<file path="config.mk">
export PLATFORM = sky130hd
export DESIGN_NAME = axilite_apb_mux_bridge
export DESIGN_NICKNAME = d
export VERILOG_FILES = /design/src/rtl/axilite_apb_mux_bridge.sv
export SDC_FILE = /design/constraint.sdc
export NUM_CORES = 1
export LEC_CHECK = 0
export BUFFER_PORTS_ARGS = -buffer_cell sky130_fd_sc_hd__buf_2
export CAP_MARGIN = 30
export CORE_AREA = 2 2 130 132
export CTS_CLUSTER_SIZE = 25
export DETAILED_ROUTE_END_ITERATION = 12
export DIE_AREA = 0 0 132 134
export GPL_TIMING_DRIVEN = 0
export MAX_ROUTING_LAYER = met4
export PLACE_DENSITY_LB_ADDON = 0.25
export RECOVER_POWER = 100
export SLEW_MARGIN = 20
export SYNTH_ARGS = -nofsm -noshare
export SYNTH_HDL_FRONTEND = slang
export SYNTH_SLANG_ARGS = --single-unit
</file>
<file path="constraint.sdc">
create_clock -name axi_clk -period 2 [get_ports axi_clk]
set_input_delay 0.4 -clock axi_clk [delete_from_list [all_inputs] [get_ports axi_clk]]
set_output_delay 0.4 -clock axi_clk [all_outputs]
set_load 0.01 [all_outputs]
</file>
<file path="src/rtl/axilite_apb_mux_bridge.sv">
// AXI4-lite slave to multi-slave APB master bridge: one outstanding transfer,
// address-window decode onto N_SLV selects, read/write alternation and ACCESS timeout.
module axilite_apb_mux_bridge #(
  parameter int unsigned AW_AXI  = 32,
  parameter int unsigned DW      = 32,
  parameter int unsigned AW_APB  = 16,
  parameter int unsigned N_SLV   = 4,
  parameter int unsigned TIMEOUT = 255
) (
  input  logic                  axi_clk,
  input  logic                  sys_rst,
  input  logic [AW_AXI-1:0]     s_awaddr,
  input  logic                  s_awvalid,
  output logic                  s_awready,
  input  logic [DW-1:0]         s_wdata,
  input  logic                  s_wvalid,
  output logic                  s_wready,
  output logic [1:0]            s_bresp,
  output logic                  s_bvalid,
  input  logic                  s_bready,
  input  logic [AW_AXI-1:0]     s_araddr,
  input  logic                  s_arvalid,
  output logic                  s_arready,
  output logic [DW-1:0]         s_rdata,
  output logic [1:0]            s_rresp,
  output logic                  s_rvalid,
  input  logic                  s_rready,
  output logic [AW_APB-1:0]     m_paddr,
  output logic [N_SLV-1:0]      m_psel,
  output logic                  m_penable,
  output logic                  m_pwrite,
  output logic [DW-1:0]         m_pwdata,
  input  logic [N_SLV*DW-1:0]   m_prdata,
  input  logic [N_SLV-1:0]      m_pready,
  input  logic [N_SLV-1:0]      m_pslverr
);

  localparam int unsigned SW     = (N_SLV > 1) ? $clog2(N_SLV) : 1;
  localparam int unsigned DEC_HI = AW_APB + SW;
  localparam int unsigned CW     = (TIMEOUT > 0) ? $clog2(TIMEOUT + 1) : 1;

  localparam logic [1:0] RESP_OKAY   = 2'b00;
  localparam logic [1:0] RESP_SLVERR = 2'b10;
  localparam logic [1:0] RESP_DECERR = 2'b11;

  typedef enum logic [1:0] {
    IDLE   = 2'd0,
    SETUP  = 2'd1,
    ACCESS = 2'd2,
    RESP   = 2'd3
  } state_t;

  state_t state_q, state_d;

  logic              gnt_q, gnt_d;
  logic              gnt_wr_q, gnt_wr_d;
  logic              prefer_rd_q, prefer_rd_d;
  logic [SW-1:0]     sel_q, sel_d;
  logic [CW-1:0]     cnt_q, cnt_d;
  logic              awready_q, awready_d;
  logic              wready_q, wready_d;
  logic              arready_q, arready_d;
  logic              bvalid_q, bvalid_d;
  logic              rvalid_q, rvalid_d;
  logic [1:0]        resp_q, resp_d;
  logic [DW-1:0]     rdata_q, rdata_d;
  logic [N_SLV-1:0]  psel_q, psel_d;
  logic              penable_q, penable_d;
  logic              pwrite_q, pwrite_d;
  logic [AW_APB-1:0] paddr_q, paddr_d;
  logic [DW-1:0]     pwdata_q, pwdata_d;

  logic [AW_AXI-1:0] req_addr;
  logic [SW-1:0]     dec_sel;
  logic              dec_err;
  logic              wr_elig, rd_elig, pick_wr;
  logic              accept, slv_ready, xfer_done, xfer_tmo, resp_ack;
  logic [DW-1:0]     slv_rdata;

  // Decode the granted channel's address; valids are held until the ready cycle.
  assign req_addr  = gnt_wr_q ? s_awaddr : s_araddr;
  assign dec_sel   = SW'(req_addr >> AW_APB);
  assign dec_err   = ((req_addr >> DEC_HI) != '0) || (32'(dec_sel) >= N_SLV);

  assign wr_elig   = s_awvalid && s_wvalid;
  assign rd_elig   = s_arvalid;
  assign pick_wr   = wr_elig && (!rd_elig || !prefer_rd_q);

  assign accept    = (state_q == IDLE) && gnt_q;
  assign slv_ready = m_pready[sel_q];
  assign slv_rdata = m_prdata[DW*32'(sel_q) +: DW];
  assign xfer_done = (state_q == ACCESS) && slv_ready;
  assign xfer_tmo  = (state_q == ACCESS) && !slv_ready && (TIMEOUT != 0) &&
                     (cnt_q == CW'(TIMEOUT));
  assign resp_ack  = (state_q == RESP) && (gnt_wr_q ? s_bready : s_rready);

  // State register
  always_ff @(posedge axi_clk) begin
    if (sys_rst) state_q <= IDLE;
    else         state_q <= state_d;
  end

  // Next-state logic
  always_comb begin
    state_d = state_q;
    case (state_q)
      IDLE:    if (accept) state_d = dec_err ? RESP : SETUP;
      SETUP:   state_d = ACCESS;
      ACCESS:  if (xfer_done || xfer_tmo) state_d = RESP;
      RESP:    if (resp_ack) state_d = IDLE;
      default: state_d = IDLE;
    endcase
  end

  // Next values of every registered output and datapath register
  always_comb begin
    gnt_d       = 1'b0;
    gnt_wr_d    = gnt_wr_q;
    prefer_rd_d = prefer_rd_q;
    sel_d       = sel_q;
    cnt_d       = cnt_q;
    awready_d   = 1'b0;
    wready_d    = 1'b0;
    arready_d   = 1'b0;
    bvalid_d    = bvalid_q;
    rvalid_d    = rvalid_q;
    resp_d      = resp_q;
    rdata_d     = rdata_q;
    psel_d      = psel_q;
    penable_d   = penable_q;
    pwrite_d    = pwrite_q;
    paddr_d     = paddr_q;
    pwdata_d    = pwdata_q;

    case (state_q)
      IDLE: begin
        if (gnt_q) begin
          if (dec_err) begin
            resp_d   = RESP_DECERR;
            rdata_d  = '0;
            bvalid_d = gnt_wr_q;
            rvalid_d = !gnt_wr_q;
          end else begin
            sel_d    = dec_sel;
            psel_d   = N_SLV'(1) << dec_sel;
            paddr_d  = AW_APB'(req_addr);
            pwrite_d = gnt_wr_q;
            pwdata_d = gnt_wr_q ? s_wdata : '0;
          end
        end else if (wr_elig || rd_elig) begin
          gnt_d       = 1'b1;
          gnt_wr_d    = pick_wr;
          prefer_rd_d = pick_wr;
          awready_d   = pick_wr;
          wready_d    = pick_wr;
          arready_d   = !pick_wr;
        end
      end
      SETUP: begin
        penable_d = 1'b1;
        cnt_d     = CW'(1);
      end
      ACCESS: begin
        if (xfer_done || xfer_tmo) begin
          psel_d    = '0;
          penable_d = 1'b0;
          pwrite_d  = 1'b0;
          paddr_d   = '0;
          pwdata_d  = '0;
          bvalid_d  = gnt_wr_q;
          rvalid_d  = !gnt_wr_q;
          if (xfer_done) begin
            resp_d  = m_pslverr[sel_q] ? RESP_SLVERR : RESP_OKAY;
            rdata_d = gnt_wr_q ? '0 : slv_rdata;
          end else begin
            resp_d  = RESP_SLVERR;
            rdata_d = '0;
          end
        end else if (cnt_q != {CW{1'b1}}) begin
          cnt_d = cnt_q + CW'(1);
        end
      end
      RESP: begin
        if (resp_ack) begin
          bvalid_d = 1'b0;
          rvalid_d = 1'b0;
        end
      end
      default: ;
    endcase
  end

  // Output and datapath registers
  always_ff @(posedge axi_clk) begin
    if (sys_rst) begin
      gnt_q       <= 1'b0;
      gnt_wr_q    <= 1'b0;
      prefer_rd_q <= 1'b1;
      sel_q       <= '0;
      cnt_q       <= '0;
      awready_q   <= 1'b0;
      wready_q    <= 1'b0;
      arready_q   <= 1'b0;
      bvalid_q    <= 1'b0;
      rvalid_q    <= 1'b0;
      resp_q      <= '0;
      rdata_q     <= '0;
      psel_q      <= '0;
      penable_q   <= 1'b0;
      pwrite_q    <= 1'b0;
      paddr_q     <= '0;
      pwdata_q    <= '0;
    end else begin
      gnt_q       <= gnt_d;
      gnt_wr_q    <= gnt_wr_d;
      prefer_rd_q <= prefer_rd_d;
      sel_q       <= sel_d;
      cnt_q       <= cnt_d;
      awready_q   <= awready_d;
      wready_q    <= wready_d;
      arready_q   <= arready_d;
      bvalid_q    <= bvalid_d;
      rvalid_q    <= rvalid_d;
      resp_q      <= resp_d;
      rdata_q     <= rdata_d;
      psel_q      <= psel_d;
      penable_q   <= penable_d;
      pwrite_q    <= pwrite_d;
      paddr_q     <= paddr_d;
      pwdata_q    <= pwdata_d;
    end
  end

  assign s_awready = awready_q;
  assign s_wready  = wready_q;
  assign s_arready = arready_q;
  assign s_bvalid  = bvalid_q;
  assign s_bresp   = resp_q;
  assign s_rvalid  = rvalid_q;
  assign s_rresp   = resp_q;
  assign s_rdata   = rdata_q;
  assign m_psel    = psel_q;
  assign m_penable = penable_q;
  assign m_pwrite  = pwrite_q;
  assign m_paddr   = paddr_q;
  assign m_pwdata  = pwdata_q;

endmodule

</file>
* Word-level counts from Yosys, hierarchy flattened *
Cells that the tools add are included.

word-level totals
  flip-flop bits (word level) = 107
  bits of input ports = 239
  output and inout port bits = 95
  word-level logic and storage cells = 122

operators by class
  $add $sub $neg = 1
  $lt $le $gt $ge = 1
  eq/ne operators = 13
  shifts and indexed selects = 2
  mux-type cells = 54
  bitwise logic cells = 4
  reductions and logical operators = 30

operator list
  cell                                         number
  2-to-1 mux 32 bit                            10
  one-hot mux 32 bit (2 select lines)          2
  indexed part select 128 x 8 -> 32 bit        1
  2-to-1 mux 16 bit                            3
  one-hot mux 16 bit (2 select lines)          1
  nonzero test 32 bit                          1
  2-to-1 mux 2 bit                             9
  2-to-1 mux 8 bit                             2
  one-hot mux 8 bit (2 select lines)           1
  2-to-1 mux 1 bit                             14
  2-to-1 mux 4 bit                             3
  != test 2 bit, second input constant         6
  AND reduction 3 bit                          4
  adder 8 x 1 -> 8 bit, second input constant  1
  == test 8 bit, second input constant         1
  != test 8 bit, second input constant         1
  one-hot mux 2 bit (4 select lines)           1
  one-hot mux 4 bit (2 select lines)           1
  AND reduction 4 bit                          2
  logical AND 1 bit                            7
  one-hot mux 1 bit (3 select lines)           2
  logical NOT 1 bit                            5
  AND reduction 5 bit                          1
  binary-select mux 1 bit (select 2 bit)       2
  other kinds (15)                             24

* Logic depth before layout (Yosys ltp) *
Gate-level depths: netlist (run 1).

  word-level depth = 8
  mapped depth = 8
  mapped depth without buffers = 7

* Least setup slack after synthesis (run 1) *
No wires, ideal clock.

  path kind = register to register
  start point = register sel_q[0]
  end point = register paddr_q[6], in the netlist m_paddr[6]
  library setup time = 0.070 ns
  data arrival time = 2.009 ns
  required time = 1.930 ns
  slack = -0.079 ns
  stages on the path, launching flop included = 8
  buffers on the path = 2
  clock period less this slack = 2.079 ns
  path through = dfxtp_1 buf_6 mux4_2 a41o_1 mux2_2 o22ai_2 buf_2 o2bb2ai_1

on the way
  longest elaborated chain between the ends = 8
  elaborated cells on any way between the ends = 9
  those cells by class = 1 x eq/ne; 2 x mux; 6 x reduce/logical

ends and longest elaborated chain
  what                                       RTL line  RTL
  from (decl)                                58        logic [SW-1:0] sel_q, sel_d;
  from (signal assigned)                     217       sel_q <= sel_d;
  binary-select mux 1 bit (select 2 bit) *   90        assign slv_ready = m_pready[sel_q];
  2-to-1 mux 1 bit (implied by the code) *   90
  logical NOT 1 bit                          93        assign xfer_tmo = (state_q == ACCESS) && !slv_ready && (TIMEOUT != 0) &&
  logical AND 1 bit (2 in series)            93
  logical OR 1 bit *                         164       if (xfer_done || xfer_tmo) begin
  != test 2 x 1 -> 1 bit (no source line) *  n/a
  AND reduction 4 bit (no source line) *     n/a
  to (signal assigned)                       229       paddr_q <= paddr_d;
  to (decl)                                  70        logic [AW_APB-1:0] paddr_q, paddr_d;

Mark *: on every way between the ends. The rest lies on a longest branch, timed or not. The select of a mux whose other input is x is not followed.
A chain may end at the register's enable or synchronous reset.

* Worst setup path in the final report (run 1) *
  start point = register sel_q[0]
  end point = register pwdata_q[1], in the netlist m_pwdata[1]

on the way
  longest elaborated chain between the ends = 8
  elaborated cells on any way between the ends = 9
  those cells by class = 1 x eq/ne; 2 x mux; 6 x reduce/logical

ends and longest elaborated chain
  what                                       RTL line  RTL
  binary-select mux 1 bit (select 2 bit) *   90
  2-to-1 mux 1 bit (implied by the code) *   90
  logical NOT 1 bit                          93
  logical AND 1 bit (2 in series)            93
  logical OR 1 bit *                         164
  != test 2 x 1 -> 1 bit (no source line) *  n/a
  AND reduction 4 bit (no source line) *     n/a
  to (signal assigned)                       230       pwdata_q <= pwdata_d;
  to (decl)                                  71        logic [DW-1:0] pwdata_q, pwdata_d;

Marks and branches as above.

==> results of run 1 <==
==> report_power, final <==
| part | internal, mW | leakage, nW | switching [mW] |
|---|---|---|---|
| Combinational | 1.67 | 2.18 | 1.41 |
| Clock | 1.01 | 0.156 | 0.895 |
| Sequential | 2.25 | 0.867 | 0.0894 |
==> cell usage after synthesis, drive strengths merged (2+ instances only) <==
cell / count
o2bb2ai: 16
a2111oi: 2
and3: 2
dfxtp: 107
a211oi: 7
o22a: 2
a22o: 32
nand3: 5
mux4: 34
nand4: 2
ha: 6
a21boi: 2
clkbuf: 19
buf: 21
a21oi: 10
nor3: 6
mux2: 4
nor2: 11
nand2b: 3
mux2i: 52
nor2b: 3
nand2: 81
xnor2: 6
nor4: 7
a32o: 4
inv: 6
==> worst max-delay path: cells and delay by family, from the launching register on <==
family	cells	cell delay, ns
multiplexers	2	0.84
flip-flops	1	0.38
buffers and inverters	3	0.40
AO/OA/AOI/OAI	3	0.50
==> per-layer routing <==
layer,vias up,share of wire,GRT usage
li1,2459,-,-
met1,2393,0.41,0.236
met2,225,0.51,0.351
met3,16,0.072,0.0408
met4,0,0.013,0.0610
met5,-,0,-
==> state kept, by name, indices dropped and copies added (netlist names), 2 cells and up <==
register	count
cnt_q	8
s_rdata	32
s_bresp	2
m_paddr	16
m_psel	4
m_pwdata	32
state_q	2
sel_q	2
==> final cells by class <==
type	instances	area share
Buffer	35	0.0369
Multi-Input combinational cell	311	0.370
Inverter	6	0.00287
Timing Repair Buffer	355	0.240
Clock inverter	7	0.0118
Clock buffer	9	0.0287
Sequential cell	107	0.274
Tap cell	220	0.0351
==> worst max path at each step <==
| stage | start | endpoint | slack, ns | cells after the start |
|---|---|---|---|---|
| 2_1_floorplan | sel_q[0]$_SDFFE_PP0P_ | s_bresp[1]$_SDFFE_PP0P_ | -0.07 | 7 |
| 3_3_place_gp | s_awaddr[25] | m_pwdata[8]$_SDFFE_PP0P_ | -1.0 | 6 |
| 3_5_place_dp | s_araddr[20] | m_paddr[6]$_SDFFE_PP0P_ | -0.79 | 8 |
| 4_1_cts | sel_q[0]$_SDFFE_PP0P_ | s_rdata[15]$_SDFFE_PP0P_ | -0.24 | 8 |
| 5_1_grt | sel_q[0]$_SDFFE_PP0P_ | m_pwdata[1]$_SDFFE_PP0P_ | -0.26 | 8 |
| 6_report | sel_q[0]$_SDFFE_PP0P_ | m_pwdata[1]$_SDFFE_PP0P_ | -0.18 | 8 |
==> through the flow <==
stage          instance area [um^2]  setup TNS [ns]  worst slack (ns)  cells   util
2_1_floorplan                  5150           -4.04           -0.0654    464      -
3_3_place_gp                   7080          -75.50             -1.00   1016  0.435
3_5_place_dp                   7090          -66.33            -0.794   1016  0.435
4_1_cts                        7840          -20.17            -0.242   1049  0.482
5_1_grt                        7840          -20.00            -0.257   1050  0.481
6_report                       7840          -12.50            -0.177   1050  0.481
==> cells by family (layout without fill, tap and decap cells) <==
logic type                 count (synthesis)  in the layout  share of synthesized area
buffers and inverters                     46            412                     0.0482
adders and majority gates                  6              6                     0.0147
DFF                                      107            107                      0.419
muxes                                     90             90                      0.260
xor gates and xnor gates                   6              6                     0.0103
AOI/OAI and AO/OA                         84             84                      0.139
and+or+nand+nor                          125            125                      0.109
==> cell usage in the layout (no fill, tap or decap), drive strengths merged, types with 3 or more instances in the layout <==
master and count:
buf 274, clkbuf 123, dfxtp 107, nand2 81, mux2i 52, mux4 34
a22o 32, o2bb2ai 16, nor2 11, a21oi 10, inv 10, a211oi 7
nor4 7, xnor2 6, nor3 6, ha 6, nand3 5, a32o 4
mux2 4, nand2b 3, nor2b 3
==> what timing repair did <==
action	4_1_cts	5_1_grt
resized for setup	44	30
gates cloned	4	2
pin swaps	25	13
setup endpoints to repair	100	102
hold buffers	0	0
buffers inserted	16	2
==> flow_metrics.env, run 1 <==
export IMPL_worst_slew_pin_transition_ns=0.769
export IMPL_fin_worst_skew_ns=0.00945
export IMPL_grt_ovfl_total=0
export IMPL_holdPathEnd="m_pwdata[0]$_SDFFE_PP0P_"
export IMPL_static_leakage_power_nw=3.20
export IMPL_synthArstFlopShare=0
export IMPL_root_cell_of_the_clock_tree="clkbuf_16"
export IMPL_setup_repair_after_global_routing_missed_its_margin="true"
export IMPL_drive_gt1_frac=0.446
export IMPL_floorplan_initialDensity=0.314
export IMPL_outcome="finished, violations left"
export IMPL_antenna_violations_before_repair=1
export IMPL_yosys_area_top_type="dfxtp_1"
export IMPL_synthesis_yosys_warnings=0
export IMPL_critical_path_slowest_cell="mux4_2"
export IMPL_worst_r2r_path_depth=8
export IMPL_dr_pass1_iters=6
export IMPL_report_final_setup_viol=93
export IMPL_final_hold_worst_slack_ns=0.245
export IMPL_crit_path_max_fanout=6
export IMPL_detail_route_vias_per_cell=4.85
export IMPL_h_tree_level_count=3
export IMPL_worst_r2r_startpoint="sel_q[0]$_SDFFE_PP0P_"
export IMPL_place_congestion=0.807
export IMPL_share_of_the_yosys_chip_area_belonging_to_registers=0.419
export IMPL_multi_input_comb_area_mm2=0.00291
export IMPL_area_share_of_the_largest_cell_type_after_synthesis=0.419
export IMPL_slew_limit_headroom=0.487
export IMPL_worst_setup_path_type="register to register"
export IMPL_summed_instance_area_of_the_synthesized_netlist_mm2=0.00512
export IMPL_synthDistinctLibCells=45
export IMPL_start_kind="register"
export IMPL_seqCellArea_mm2=0.00215
export IMPL_largest_net_degree_at_the_start_of_global_routing=21
export IMPL_fin_crit_share=1.09
export IMPL_wirelength_um=17700
export IMPL_cts_tree="done"
export IMPL_die_height_um=134
export IMPL_crit_required_ns=2.30
export IMPL_critPathMaxStageDelay_ns=0.55
export IMPL_post_drt_wl_per_cell_um=16.8
export IMPL_holdPathStages=2
export IMPL_die_area_mm2=0.0177
export IMPL_synth_edff_count=0
export IMPL_drt_iter0_markers=153
export IMPL_cp_data_arrival_time_ns=2.48
export IMPL_post_synth_main_area_contributors="dfxtp_1, mux4_2, mux2i_1"
export IMPL_insertedDiodeCount=0
export IMPL_vias=5093
export IMPL_hpwlAfterDp_um=13600
export IMPL_timing_critical_path_to_type="register"
export IMPL_vdd_ir_drop_max_mv=0.453
export IMPL_r2r_slack_ns=-0.18
export IMPL_crit_path_cell_trace="mux4_2 -> a41o_1 -> mux2_4 -> o22ai_4 -> buf_12 -> buf_12 -> buf_8 -> a22o_1"
export IMPL_clock_buffer_depth=2
export IMPL_drt_drc_violations_left=0
export IMPL_syn_num_nets=709
export IMPL_core_area_mm2=0.0163
export IMPL_final_hold_violation_count=0
export IMPL_rows=47
export IMPL_timing_hold_worst_start="s_wdata[0]"
export IMPL_drt_antenna_violating_nets=0
export IMPL_top_cell_by_count_worst_path="buf_12"
export IMPL_rr_endpoint="m_pwdata[1]$_SDFFE_PP0P_"
export IMPL_synthCells=464
export IMPL_areaGrowthSynthToFinish_pct=53.3
export IMPL_final_fill_count=1607
export IMPL_syn_avg_cell_area_um2=11.0
export IMPL_pwr_density_cell_mw_per_mm2=933
export IMPL_report_power_total_mw=7.32
export IMPL_clkSinkCount=107
export IMPL_die_w_um=132
export IMPL_io_buffers=332
export IMPL_clk_transition_reported_paths_ns=0.08
export IMPL_track_usage=0.202
export IMPL_timing_max_transition_violations_final=0
export IMPL_timing_final_ws_setup_ns=-0.177
export IMPL_clk_insertion_delay_late_ns=0.35
export IMPL_cts_buffers_inserted=9
export IMPL_min_cycle_time_layout_ns=2.18
export IMPL_grt_pass1_wl_um=27200
export IMPL_io_pin_count=334
export IMPL_hp_class="input pin to register"
export IMPL_failed_checks="setup timing"
export IMPL_max_cap_violations=0
export IMPL_nets=1070
export IMPL_dominantRegCellSynth="dfxtp_1"
export IMPL_achievable_frequency_mhz=459
export IMPL_synth_seq_cells=107
export IMPL_first_global_vias=5185
No activity file was read; power rests on OpenSTA's default activity.
==> run 2: changes to the inputs <==
Settings changed: PLACE_DENSITY_LB_ADDON 0.25 to 0.2.
==> run 2 against run 1 <==
The run still ends with setup timing left; register-to-register slack is essentially flat; die area did not move; via count is 0.18% higher; count of clock-buffer cells in the layout stayed put; critical path depth is 2 lower; largest cell class unchanged; highest routed layer unchanged.
==> flow_metrics.env, run 2 (same netlist as run 1, synthesis figures left out) <==
export IMPL_timing_hold_worst_start="s_wdata[15]"
export IMPL_worst_r2r_startpoint="sel_q[0]$_SDFFE_PP0P_"
export IMPL_timing_critical_path_to_type="register"
export IMPL_rr_endpoint="s_bresp[1]$_SDFFE_PP0P_"
export IMPL_worst_setup_path_type="register to register"
export IMPL_timing_max_transition_violations_final=0
export IMPL_final_fill_count=1611
export IMPL_nets=1072
export IMPL_grt_ovfl_total=0
export IMPL_root_cell_of_the_clock_tree="clkbuf_16"
export IMPL_clk_insertion_delay_late_ns=0.35
export IMPL_cp_data_arrival_time_ns=2.43
export IMPL_ctsHoldBuffers=0
export IMPL_critical_path_slowest_cell="mux4_2"
export IMPL_max_cap_violations=0
export IMPL_r2r_slack_ns=-0.19
export IMPL_core_area_mm2=0.0163
export IMPL_report_power_total_mw=7.12
export IMPL_report_final_setup_viol=95
export IMPL_final_hold_violation_count=0
export IMPL_clk_transition_reported_paths_ns=0.08
export IMPL_post_drt_wl_per_cell_um=17.3
export IMPL_achievable_frequency_mhz=456
export IMPL_rows=47
export IMPL_cts_tree="done"
export IMPL_final_core_utilization=0.479
export IMPL_die_w_um=132
export IMPL_drt_antenna_violating_nets=0
export IMPL_crit_path_cell_trace="mux4_2 -> a41o_1 -> mux2_4 -> a21boi_4 -> buf_2 -> o221a_2"
export IMPL_hpwlAfterDp_um=13800
export IMPL_worst_r2r_path_depth=6
export IMPL_io_buffers=332
export IMPL_die_area_mm2=0.0177
export IMPL_crit_path_max_fanout=4
export IMPL_die_height_um=134
export IMPL_worst_slew_pin_transition_ns=0.833
export IMPL_fin_crit_share=1.10
export IMPL_largest_net_degree_at_the_start_of_global_routing=20
export IMPL_critPathBufInv=1
export IMPL_antenna_violations_before_repair=1
export IMPL_start_kind="register"
export IMPL_setup_repair_after_global_routing_missed_its_margin="true"
export IMPL_vias=5102
export IMPL_grt_pass1_wl_um=26700
export IMPL_drt_iter0_markers=208
export IMPL_clock_buffer_depth=2
export IMPL_track_usage=0.199
export IMPL_min_cycle_time_layout_ns=2.19
export IMPL_fin_worst_skew_ns=0.00741
export IMPL_h_tree_level_count=3
export IMPL_timing_final_ws_setup_ns=-0.192
export IMPL_holdPathStages=2
export IMPL_drive_gt1_frac=0.454
export IMPL_wirelength_um=18200
export IMPL_areaGrowthSynthToFinish_pct=52.6
export IMPL_worst_path_stages=6
export IMPL_final_cell_mix="buf_2, dfxtp_1, clkbuf_1, nand2_1, mux2i_1"
export IMPL_fin_cells=1053
export IMPL_cts_buffers_inserted=9
export IMPL_dr_pass1_iters=4
export IMPL_timing_critical_path_to="s_bresp[1]$_SDFFE_PP0P_"
export IMPL_final_hold_worst_slack_ns=0.255
export IMPL_layout_commonest_cell="buf_2"
export IMPL_first_global_vias=5077
export IMPL_drt_drc_violations_left=0
export IMPL_clkSinkCount=107
export IMPL_critPathMaxStageDelay_ns=0.55
export IMPL_vdd_ir_drop_max_mv=0.470
export IMPL_place_congestion=0.918
export IMPL_io_pin_count=334
export IMPL_failed_checks="setup timing"
export IMPL_detail_route_vias_per_cell=4.85
export IMPL_hp_class="input pin to register"
export IMPL_slew_limit_headroom=0.444
export IMPL_static_leakage_power_nw=3.18
export IMPL_floorplan_initialDensity=0.314
export IMPL_setup_worst_path_start="sel_q[0]$_SDFFE_PP0P_"
export IMPL_placed_cells=1016
export IMPL_outcome="finished, violations left"
export IMPL_worst_path_dominant_cell_family="multiplexers"
export IMPL_crit_required_ns=2.24
export IMPL_pwr_density_cell_mw_per_mm2=912
[run 2: cell types whose count changed in the layout (fill, tap and decap cells not counted), moves of 3 or more]
cell      delta
buf_1        +3
buf_16       -3
buf_2        +4
buf_4        +6
clkbuf_1     -5
[run 2: stage by stage]
step	setup slack, ns	TNS (ns)	cell area (um^2)
after floorplan	-0.0654	-4.04	5150
after global placement	-0.953	-67.41	7080
after detailed placement	-0.703	-54.26	7090
after CTS	-0.192	-13.45	7720
after global routing	-0.221	-16.20	7810
final	-0.192	-11.51	7810
[run 2: worst reg2reg max path, delay by kind of cell (launching register included)]
family                 cells  cell delay, ns
AOI/OAI and AO/OA          3            0.69
buffers and inverters      1            0.18
DFF                        1            0.38
muxes                      2            0.85
[run 2: layer usage]
metal | track usage | wire, um | vias up
met5 | - | 0 | -
met4 | 0.0586 | 285 | 0
met3 | 0.0438 | 1410 | 16
met2 | 0.350 | 9250 | 231
met1 | 0.226 | 7260 | 2402
li1 | - | - | 2453
[run 2: repair_timing]
action,in CTS,in global routing
gates cloned,2,5
endpoints found under the setup margin,99,101
resized for setup,40,38
buffers inserted,16,5
pin swaps,11,27
[run 2: cell type report]
cell class / instances / area (um^2) / area share
diodes: 1 / 2.50 / 0.000320
inverters: 6 / 22.5 / 0.00288
repair buffers: 358 / 1860 / 0.239
multi-input cells: 311 / 2930 / 0.375
well taps: 220 / 275 / 0.0353
clock buffers: 9 / 225 / 0.0288
clock inverters: 7 / 61.3 / 0.00785
flip-flops and latches: 107 / 2150 / 0.275
plain buffers: 34 / 280 / 0.0359
[run 2: worst min path at each step]
stage	end	slack, ns
after floorplan	prefer_rd_q$_SDFFE_PP1P_	0.47
after global placement	m_pwrite$_SDFFE_PP0P_	0.43
after detailed placement	m_paddr[9]$_SDFFE_PP0P_	0.44
after CTS	m_pwdata[18]$_SDFFE_PP0P_	0.24
after global routing	m_pwdata[14]$_SDFFE_PP0P_	0.26
final	m_pwdata[15]$_SDFFE_PP0P_	0.26
[run 2: where the power goes]
part | switching [mW] | internal (mW) | total, mW
clock | 0.886 | 0.867 | 1.75
combinational | 1.44 | 1.58 | 3.02
sequential | 0.0891 | 2.25 | 2.34
total | 2.42 | 4.70 | 7.12
==> run 3: changes to the inputs <==
Settings changed: SKIP_CTS_REPAIR_TIMING from default to 1.
==> run 3 against run 2 <==
The flow still finishes with violations (setup timing); routed wire length decreased by 1.8%; clock power about the same; sequential share of layout area increased by 0.45 points; power shrank 2.6%; cell count down 0.28%; die area did not move; critical path depth is 1 higher; largest cell class unchanged; highest routed layer unchanged.
==> flow_metrics.env, run 3 (same netlist as run 1, synthesis figures left out) <==
export IMPL_clock_buffer_depth=2
export IMPL_place_congestion=0.918
export IMPL_slew_limit_headroom=0.448
export IMPL_critPathMaxStageDelay_ns=0.55
export IMPL_clockPowerShare=0.253
export IMPL_final_hold_violation_count=0
export IMPL_report_power_total_mw=6.94
export IMPL_clk_transition_reported_paths_ns=0.08
export IMPL_first_global_vias=4983
export IMPL_layout_cell_area_non_filler_mm2=0.00767
export IMPL_fin_crit_share=1.11
export IMPL_nets=1069
export IMPL_areaGrowthSynthToFinish_pct=50.0
export IMPL_r2r_slack_ns=-0.22
export IMPL_timing_critical_path_to_type="register"
export IMPL_drt_antenna_violating_nets=0
export IMPL_crit_path_cell_trace="buf_6 -> mux4_2 -> a41o_1 -> mux2_4 -> a21boi_4 -> buf_2 -> o221a_2"
export IMPL_drt_iter0_markers=226
export IMPL_fin_worst_skew_ns=0.00851
export IMPL_cp_data_arrival_time_ns=2.46
export IMPL_critPathBufInv=2
export IMPL_seqPwrFrac=0.338
export IMPL_fin_cells=1050
export IMPL_root_cell_of_the_clock_tree="clkbuf_16"
export IMPL_cts_tree="done"
export IMPL_rows=47
export IMPL_die_height_um=134
export IMPL_start_kind="register"
export IMPL_critical_path_slowest_cell="mux4_2"
export IMPL_final_hold_worst_slack_ns=0.256
export IMPL_placed_cells=1016
export IMPL_final_cell_mix="buf_2, dfxtp_1, clkbuf_1, nand2_1, mux2i_1"
export IMPL_wirelength_um=17900
export IMPL_hpwlAfterDp_um=13800
export IMPL_h_tree_level_count=3
export IMPL_vdd_ir_drop_max_mv=0.464
export IMPL_max_cap_violations=0
export IMPL_drive_gt1_frac=0.438
export IMPL_hp_class="input pin to register"
export IMPL_report_final_setup_viol=99
export IMPL_timing_final_ws_setup_ns=-0.223
export IMPL_worst_setup_path_type="register to register"
export IMPL_drt_drc_violations_left=0
export IMPL_dp_slack_ns=-0.703
export IMPL_outcome="finished, violations left"
export IMPL_pwr_density_cell_mw_per_mm2=904
export IMPL_track_usage=0.193
export IMPL_vias=5091
export IMPL_post_drt_wl_per_cell_um=17.0
export IMPL_failed_checks="setup timing"
export IMPL_worst_slew_pin_transition_ns=0.829
export IMPL_min_cycle_time_layout_ns=2.22
export IMPL_floorplan_initialDensity=0.314
export IMPL_detail_route_vias_per_cell=4.85
export IMPL_timing_max_transition_violations_final=0
export IMPL_clk_insertion_delay_late_ns=0.35
export IMPL_post_dp_cell_area_mm2=0.00709
export IMPL_fin_tns_setup_ns=-15.13
export IMPL_cts_buffers_inserted=9
export IMPL_worst_path_dominant_cell_family="multiplexers"
export IMPL_combinational_share_of_power=0.410
export IMPL_static_leakage_power_nw=3.12
export IMPL_core_area_mm2=0.0163
export IMPL_die_area_mm2=0.0177
export IMPL_crit_required_ns=2.24
export IMPL_crit_path_max_fanout=5
export IMPL_grt_ovfl_total=0
export IMPL_io_pin_count=334
export IMPL_grt_pass1_wl_um=25900
export IMPL_achievable_frequency_mhz=450
export IMPL_die_w_um=132
export IMPL_switching_share=0.337
export IMPL_largest_net_degree_at_the_start_of_global_routing=20
export IMPL_p_sw_mw=2.34
export IMPL_setup_repair_after_global_routing_missed_its_margin="true"
export IMPL_layout_commonest_cell="buf_2"
export IMPL_power_internal_mw=4.60
export IMPL_io_buffers=332
export IMPL_dr_pass1_iters=4
export IMPL_antenna_violations_before_repair=1
export IMPL_clkSinkCount=107
export IMPL_final_core_utilization=0.471
-- run 3: changes by cell type in the layout (fill, tap and decap cells not counted), sizes merged --
cell,before,now
buf,283,280
-- run 3: cell type report --
cell class,instances,area [um^2]
fill,1614,8620
multi-input combinational,311,2870
sequential,107,2140
timing repair buffer,352,1780
buffer,37,293
tap,220,275
clock buffer,9,225
clock inverter,7,61.3
inverter,6,22.5
antenna,1,2.50
-- run 3: worst paths after layout --
kind	startpoint	to	depth (start not counted)
setup / recovery	sel_q[0]$_SDFFE_PP0P_	s_bresp[1]$_SDFFE_PP0P_	7
hold / removal	s_wdata[15]	m_pwdata[15]$_SDFFE_PP0P_	2
setup reg to reg	sel_q[0]$_SDFFE_PP0P_	s_bresp[1]$_SDFFE_PP0P_	7
hold reg to reg	m_penable$_SDFFE_PP0P_	m_penable$_SDFFE_PP0P_	2
-- run 3: worst reg2reg max path, delay by kind of cell, from the launching register on --
| family | cells | cell delay (ns) |
|---|---|---|
| mux | 2 | 0.83 |
| buf+inv | 2 | 0.30 |
| flops | 1 | 0.32 |
| compound gates | 3 | 0.67 |
-- run 3: power groups by stage --
stage	Sequential [mW]	Combinational, mW	Clock (mW)
CTS	2.34	2.13	1.80
floorplan	2.41	1.41	0
global route	2.36	3.03	1.88
detailed placement	2.39	2.12	0
global placement	2.39	2.12	0
finish	2.34	2.84	1.75
-- run 3: per-layer routing --
metal	wire length, um	share of wire	track usage
met1	7250	0.41	0.219
met2	9020	0.50	0.338
met3	1330	0.074	0.0438
met4	287	0.016	0.0586
met5	0	0	-
